### src/rtl/uart_fifo_loopback.sv
// 8N1 byte-echo UART: rx -> 2-FF sync -> oversampling receiver -> rx fifo -> tx fifo -> transmitter.
// The receiver and transmitter share one free-running baud tick.

module uart_fifo_sync #(
  parameter int AW = 4
) (
  input  logic       clk,
  input  logic       rst,
  input  logic       push,
  input  logic [7:0] wdata,
  input  logic       pop,
  output logic [7:0] rdata,
  output logic       empty,
  output logic       full
);
  logic [7:0]  mem [2**AW];
  logic [AW:0] wr_ptr;
  logic [AW:0] rd_ptr;
  logic        do_push;
  logic        do_pop;

  assign empty   = (wr_ptr == rd_ptr);
  assign full    = (wr_ptr[AW] != rd_ptr[AW]) && (wr_ptr[AW-1:0] == rd_ptr[AW-1:0]);
  assign do_push = push && !full;
  assign do_pop  = pop && !empty;
  // first-word fall-through: head byte is visible without a pop
  assign rdata   = mem[rd_ptr[AW-1:0]];

  always_ff @(posedge clk) begin
    if (do_push) mem[wr_ptr[AW-1:0]] <= wdata;
  end

  always_ff @(posedge clk or negedge rst) begin
    if (!rst) begin
      wr_ptr <= '0;
      rd_ptr <= '0;
    end else begin
      if (do_push) wr_ptr <= wr_ptr + (AW+1)'(1);
      if (do_pop)  rd_ptr <= rd_ptr + (AW+1)'(1);
    end
  end
endmodule

// state    | meaning
// RX_IDLE  | line idle, waiting for a falling edge
// RX_START | counting to mid start bit, rejects glitches
// RX_DATA  | sampling 8 data bits mid-bit, LSB first
// RX_STOP  | checking stop bit; good stop pulses w_rx_done
// RX_WAIT  | framing error, waiting for line to return high
// TX_IDLE  | tx high, waiting for tx fifo data
// TX_START | driving start bit
// TX_DATA  | driving 8 data bits, LSB first
// TX_STOP  | driving stop bit; chains straight into next start
module uart_fifo_loopback #(
  parameter int CLK_HZ     = 100_000_000,
  parameter int BAUD       = 9600,
  parameter int OVERSAMPLE = 16,
  parameter int FIFO_AW    = 4
) (
  input  logic clk,
  input  logic rst,
  input  logic rx,
  output logic tx
);
  localparam int DIV = CLK_HZ / (BAUD * OVERSAMPLE);
  localparam int DW  = (DIV > 1) ? $clog2(DIV) : 1;
  localparam int OW  = $clog2(OVERSAMPLE);
  localparam logic [DW-1:0] DIV_LAST = DW'(DIV - 1);
  localparam logic [OW-1:0] OS_MID   = OW'(OVERSAMPLE / 2 - 1);
  localparam logic [OW-1:0] OS_LAST  = OW'(OVERSAMPLE - 1);

  typedef enum logic [2:0] {RX_IDLE, RX_START, RX_DATA, RX_STOP, RX_WAIT} rx_state_t;
  typedef enum logic [1:0] {TX_IDLE, TX_START, TX_DATA, TX_STOP} tx_state_t;

  logic [DW-1:0] div_cnt;
  logic          tick;
  logic          rx_m, rx_s, rx_q, rx_fall;

  rx_state_t     rx_state, rx_state_n;
  logic [OW-1:0] rx_cnt, rx_cnt_n;
  logic [2:0]    rx_bit, rx_bit_n;
  logic [7:0]    rx_shift, rx_shift_n;
  logic          w_rx_done;

  tx_state_t     tx_state, tx_state_n;
  logic [OW-1:0] tx_cnt, tx_cnt_n;
  logic [2:0]    tx_bit, tx_bit_n;
  logic [7:0]    tx_byte, tx_byte_n;
  logic          tx_n, tx_pop;

  logic [7:0]    rxf_rdata, txf_rdata;
  logic          rxf_empty, rxf_full, txf_empty, txf_full, xfer;

  assign tick = (div_cnt == DIV_LAST);

  always_ff @(posedge clk or negedge rst) begin
    if (!rst) div_cnt <= '0;
    else      div_cnt <= tick ? '0 : div_cnt + DW'(1);
  end

  // sync chain resets low so a line held low across reset is not taken as a start edge
  always_ff @(posedge clk or negedge rst) begin
    if (!rst) begin
      rx_m <= 1'b0;
      rx_s <= 1'b0;
      rx_q <= 1'b0;
    end else begin
      rx_m <= rx;
      rx_s <= rx_m;
      rx_q <= rx_s;
    end
  end
  assign rx_fall = rx_q && !rx_s;

  always_ff @(posedge clk or negedge rst) begin
    if (!rst) begin
      rx_state <= RX_IDLE;
      rx_cnt   <= '0;
      rx_bit   <= '0;
      rx_shift <= '0;
      tx_state <= TX_IDLE;
      tx_cnt   <= '0;
      tx_bit   <= '0;
      tx_byte  <= '0;
      tx       <= 1'b1;
    end else begin
      rx_state <= rx_state_n;
      rx_cnt   <= rx_cnt_n;
      rx_bit   <= rx_bit_n;
      rx_shift <= rx_shift_n;
      tx_state <= tx_state_n;
      tx_cnt   <= tx_cnt_n;
      tx_bit   <= tx_bit_n;
      tx_byte  <= tx_byte_n;
      tx       <= tx_n;
    end
  end

  always_comb begin
    rx_state_n = rx_state;
    rx_cnt_n   = rx_cnt;
    rx_bit_n   = rx_bit;
    rx_shift_n = rx_shift;
    w_rx_done  = 1'b0;
    case (rx_state)
      RX_IDLE: if (rx_fall) begin
        rx_state_n = RX_START;
        rx_cnt_n   = '0;
      end
      RX_START: if (tick) begin
        if (rx_cnt == OS_MID) begin
          rx_cnt_n   = '0;
          rx_bit_n   = '0;
          rx_state_n = rx_s ? RX_IDLE : RX_DATA;
        end else rx_cnt_n = rx_cnt + OW'(1);
      end
      RX_DATA: if (tick) begin
        if (rx_cnt == OS_LAST) begin
          rx_cnt_n   = '0;
          rx_shift_n = {rx_s, rx_shift[7:1]};
          if (rx_bit == 3'd7) rx_state_n = RX_STOP;
          else                rx_bit_n   = rx_bit + 3'd1;
        end else rx_cnt_n = rx_cnt + OW'(1);
      end
      RX_STOP: if (tick) begin
        if (rx_cnt == OS_LAST) begin
          rx_cnt_n = '0;
          if (rx_s) begin
            w_rx_done  = 1'b1;
            rx_state_n = RX_IDLE;
          end else rx_state_n = RX_WAIT;
        end else rx_cnt_n = rx_cnt + OW'(1);
      end
      RX_WAIT: if (rx_s) rx_state_n = RX_IDLE;
      default: rx_state_n = RX_IDLE;
    endcase
  end

  assign xfer = !rxf_empty && !txf_full;

  uart_fifo_sync #(.AW(FIFO_AW)) u_rx_fifo (
    .clk   (clk),
    .rst   (rst),
    .push  (w_rx_done && !rxf_full),
    .wdata (rx_shift),
    .pop   (xfer),
    .rdata (rxf_rdata),
    .empty (rxf_empty),
    .full  (rxf_full)
  );

  uart_fifo_sync #(.AW(FIFO_AW)) u_tx_fifo (
    .clk   (clk),
    .rst   (rst),
    .push  (xfer),
    .wdata (rxf_rdata),
    .pop   (tx_pop),
    .rdata (txf_rdata),
    .empty (txf_empty),
    .full  (txf_full)
  );

  always_comb begin
    tx_state_n = tx_state;
    tx_cnt_n   = tx_cnt;
    tx_bit_n   = tx_bit;
    tx_byte_n  = tx_byte;
    tx_pop     = 1'b0;
    case (tx_state)
      TX_IDLE: if (!txf_empty) begin
        tx_pop     = 1'b1;
        tx_byte_n  = txf_rdata;
        tx_cnt_n   = '0;
        tx_state_n = TX_START;
      end
      TX_START: if (tick) begin
        if (tx_cnt == OS_LAST) begin
          tx_cnt_n   = '0;
          tx_bit_n   = '0;
          tx_state_n = TX_DATA;
        end else tx_cnt_n = tx_cnt + OW'(1);
      end
      TX_DATA: if (tick) begin
        if (tx_cnt == OS_LAST) begin
          tx_cnt_n = '0;
          if (tx_bit == 3'd7) tx_state_n = TX_STOP;
          else                tx_bit_n   = tx_bit + 3'd1;
        end else tx_cnt_n = tx_cnt + OW'(1);
      end
      TX_STOP: if (tick) begin
        if (tx_cnt == OS_LAST) begin
          tx_cnt_n = '0;
          if (!txf_empty) begin
            tx_pop     = 1'b1;
            tx_byte_n  = txf_rdata;
            tx_state_n = TX_START;
          end else tx_state_n = TX_IDLE;
        end else tx_cnt_n = tx_cnt + OW'(1);
      end
      default: tx_state_n = TX_IDLE;
    endcase
    case (tx_state_n)
      TX_START: tx_n = 1'b0;
      TX_DATA:  tx_n = tx_byte_n[tx_bit_n];
      default:  tx_n = 1'b1;
    endcase
  end
endmodule

### config.mk
export PLATFORM = sky130hd
export DESIGN_NAME = uart_fifo_loopback
export DESIGN_NICKNAME = d
export VERILOG_FILES = /design/src/rtl/uart_fifo_loopback.sv
export SDC_FILE = /design/constraint.sdc
export NUM_CORES = 1
export LEC_CHECK = 0
export CAP_MARGIN = 10
export CORE_ASPECT_RATIO = 1.75
export CORE_MARGIN = 2
export CORE_UTILIZATION = 56
export DETAILED_ROUTE_END_ITERATION = 16
export PLACE_DENSITY = 0.72
export SLEW_MARGIN = 20
export SYNTH_ARGS = -nofsm -noshare
export SYNTH_HDL_FRONTEND = slang
export SYNTH_SLANG_ARGS = --single-unit
### constraint.sdc
create_clock -name clk -period 5.4 [get_ports clk]
set_clock_uncertainty 0.15 [all_clocks]
set_input_delay 0.54 -clock clk [delete_from_list [all_inputs] [get_ports clk]]
set_output_delay 0.54 -clock clk [all_outputs]
set_load 0.01 [all_outputs]
==> flow_summary.toml <==
[die]
die_x_um = 121
fp.dieH_um = 209
start_util_pct = 56.6
dieArea_um2 = 25300
design.core.area_um2 = 23700
num_io_pins = 4
rows = 75

[power_and_ir_drop]
leakage_uw = 0.00414
ir_drop_uv = 315
powerDensity_nw_per_um2 = 322

[sta]
fin_crit_sh_pct = 69.6
period_needed_ps = 3760
finalSetupViolations = 0
finalWorstSetupSlack_ps = 1640
tns_ps = 0
tightestPinTransition_ps = 1080
slew_headroom_pct = 27.4
max_freq_mhz = 266
hold_viol = 0
slew_viol_final = 0
rsz0062_at_grt = "false"

[route]
drt_iter0_markers = 554
viasPerCell = 6.07
ant_nets = 0
totalWireLength_um = 26600
drc = 0
vias = 6686
wl_per_cell_um = 24.1
first_pass_iters = 5

[logic_synthesis]
yosys.area_share.simple_pct = 6.16
synth-seq-cells = 325
syn_inst = 764
async_reset_ff_share_pct = 21.2
synth-main-ff-cell = "edfxtp_1"
synth_commonest_cells = "edfxtp_1, mux4_2, dfrtp_1"
synthTopCellsByArea = "edfxtp_1, dfrtp_1, mux4_2"
synthAdderAreaFrac_pct = 1.96
synth_cell_types = 63
synthMuxAreaShare_pct = 13.1
synth_top_area_share_pct = 57.2
synth_top_family_by_area = "multiplexers"
synth_top_area_cell = "edfxtp_1"
synth_xor_area_share_pct = 2.28
synth_compound_area_share_pct = 4.66
synth.most_common_cell = "edfxtp_1"
yosysSeqAreaShare_pct = 70.1
syn-num-nets = 788
yosysWarningCount = 0
avgSynthCellArea_um2 = 17.6
synth_enable_flop_cells = 256
synth_area_um2 = 13400

[grt]
track_usage_pct = 21.9
grt_first_pass_wirelength_um = 41700
gr-total-overflow = 0
antenna_found_initial = 0
grt_pass1_vias = 7154
grt_max_degree = 70

[place]
hpwl_um = 18200
dp_slack_ps = 1720
routabilityCongestion = 0.865
io_buffers = 3

[cells_and_area]
final_net_count = 796
antenna_cells = 0
drive_gt1_share_pct = 19.9
n_fill_cell = 1660
syn2layout_area_growth_pct = 9.07

[clock_tree]
cts_buffers = 27
cts-root-buf = "clkbuf_16"
cts_tree = "yes"
htreeDepth = 1
clk_pin_slew_ps = 70
cts_buffer_depth = 3
cts_resized = 0
clock_latency_ps = 550
clock-sinks = 325

[critical_path]
cp.arrival_ps = 3820
critPathLaunchType = "flip-flop"
endpoint_kind = "flip-flop"
crit_type = "flip-flop to flip-flop"
worstPathRequired_ps = 5460
crit_fanout = 13

[status]
outcome = "finished clean"

[worst_hold_path]
worst_hold_path_type = "flip-flop to flip-flop"

[flow_run]
maxCapViolations = 0
## sequential cells by signal, indices dropped and copies added, names as in the netlist
| register | count |
|---|---|
| rx_q | 1 |
| tx_bit | 3 |
| u_rx_fifo.wr_ptr | 5 |
| tx_byte | 8 |
| u_tx_fifo.wr_ptr | 5 |
| rx_m | 1 |
| div_cnt | 10 |
| u_tx_fifo.rd_ptr | 5 |
| rx_shift | 8 |
| tx_cnt | 4 |
| tx_state | 2 |
| rx_cnt | 4 |
| u_tx_fifo.mem | 128 |
| u_rx_fifo.rd_ptr | 5 |
| rx_s | 1 |
| tx | 1 |
| u_rx_fifo.mem | 128 |
| rx_state | 3 |
| rx_bit | 3 |
## cells by family (layout without fill, tap and decap cells)
group | after synthesis | after routing
AOI/OAI and AO/OA | 80 | 80
xor gates and xnor gates | 35 | 35
adders and majority gates | 21 | 21
buffers and inverters | 59 | 88
DFF | 325 | 325
muxes | 86 | 86
and+or+nand+nor | 158 | 158
## placed cells by master, fill, tap and decap left out, drive strengths merged, types with 6 or more instances in the layout
| cell type | Yosys | layout |
|---|---|---|
| nand3 | 14 | 14 |
| edfxtp | 256 | 256 |
| nand2b | 6 | 6 |
| and2 | 6 | 6 |
| o21ai | 21 | 21 |
| xor2 | 14 | 14 |
| mux2 | 12 | 12 |
| a22oi | 17 | 17 |
| clkbuf | 30 | 32 |
| xnor2 | 21 | 21 |
| nor2 | 42 | 42 |
| dfrtp | 68 | 68 |
| nor3 | 8 | 8 |
| a22o | 7 | 7 |
| mux4 | 71 | 71 |
| ha | 21 | 21 |
| buf | 9 | 15 |
| a21oi | 11 | 11 |
| inv | 20 | 22 |
| nor4 | 11 | 11 |
| nand2 | 38 | 38 |
| clkinv | 0 | 12 |
## worst paths after layout
kind,cells after the start,start,end,slack (ps)
worst min-delay path,0,rx_m,rx_s,210
max in group asynchronous,2,rst,u_rx_fifo.rd_ptr[0],3950
worst max-delay path,7,div_cnt[5],u_rx_fifo.mem[8][1],1640
min in group asynchronous,2,rst,tx_byte[2],500
worst max register to register,7,div_cnt[5],u_rx_fifo.mem[8][1],1640
worst min register to register,0,rx_m,rx_s,210
## worst max-delay path: stages, from the launching register on
cell	delay, ps
dfrtp_1	440
or4b_4	630
nor3_1	220
buf_4	200
nand4_1	170
a2111o_1	610
nor3b_1	540
and2_1	450
## per-stage QoR
step	utilization, %	power [uW]	hold slack [ps]	instances	cell area (um2)
floorplan	-	2860	94.4	764	13400
global placement	58.1	2880	187	1050	13800
detailed placement	58.1	2890	196	1050	13800
CTS	61.7	4740	211	1101	14600
global route	61.7	4860	214	1101	14700
finish	61.7	4710	210	1101	14700
## cell type report
cell class / instances / area (um2) / share of cell area, %
Timing Repair Buffer: 18 / 143 / 0.973
Tap cell: 308 / 385 / 2.63
Clock inverter: 18 / 144 / 0.982
Multi-Input combinational cell: 380 / 3800 / 25.9
Sequential cell: 325 / 9420 / 64.3
Clock buffer: 32 / 694 / 4.74
Inverter: 20 / 75.1 / 0.512
## power by group
part | internal [uW] | leakage (uW) | switching, uW | total, uW
logic | 48.2 | 0.00121 | 65.1 | 113
registers | 2690 | 0.00252 | 38.6 | 2730
clock network | 1020 | 0.000407 | 858 | 1880
total | 3750 | 0.00414 | 961 | 4710
## repair_timing
action,in CTS,in global routing
setup endpoints to repair,0,0
endpoints found under the hold margin,67,0
setup buffers,0,0
hold buffers,1,0
## routing by layer
| layer | vias up | part of all wire, % | GRT usage, % |
|---|---|---|---|
| li1 | 3010 | - | - |
| met1 | 3472 | 37 | 25.7 |
| met2 | 138 | 56 | 40.2 |
| met3 | 66 | 2.5 | 2.21 |
| met4 | 0 | 4.4 | 9.74 |
| met5 | - | 0 | 0 |
(Power assumes the default switching activity.)
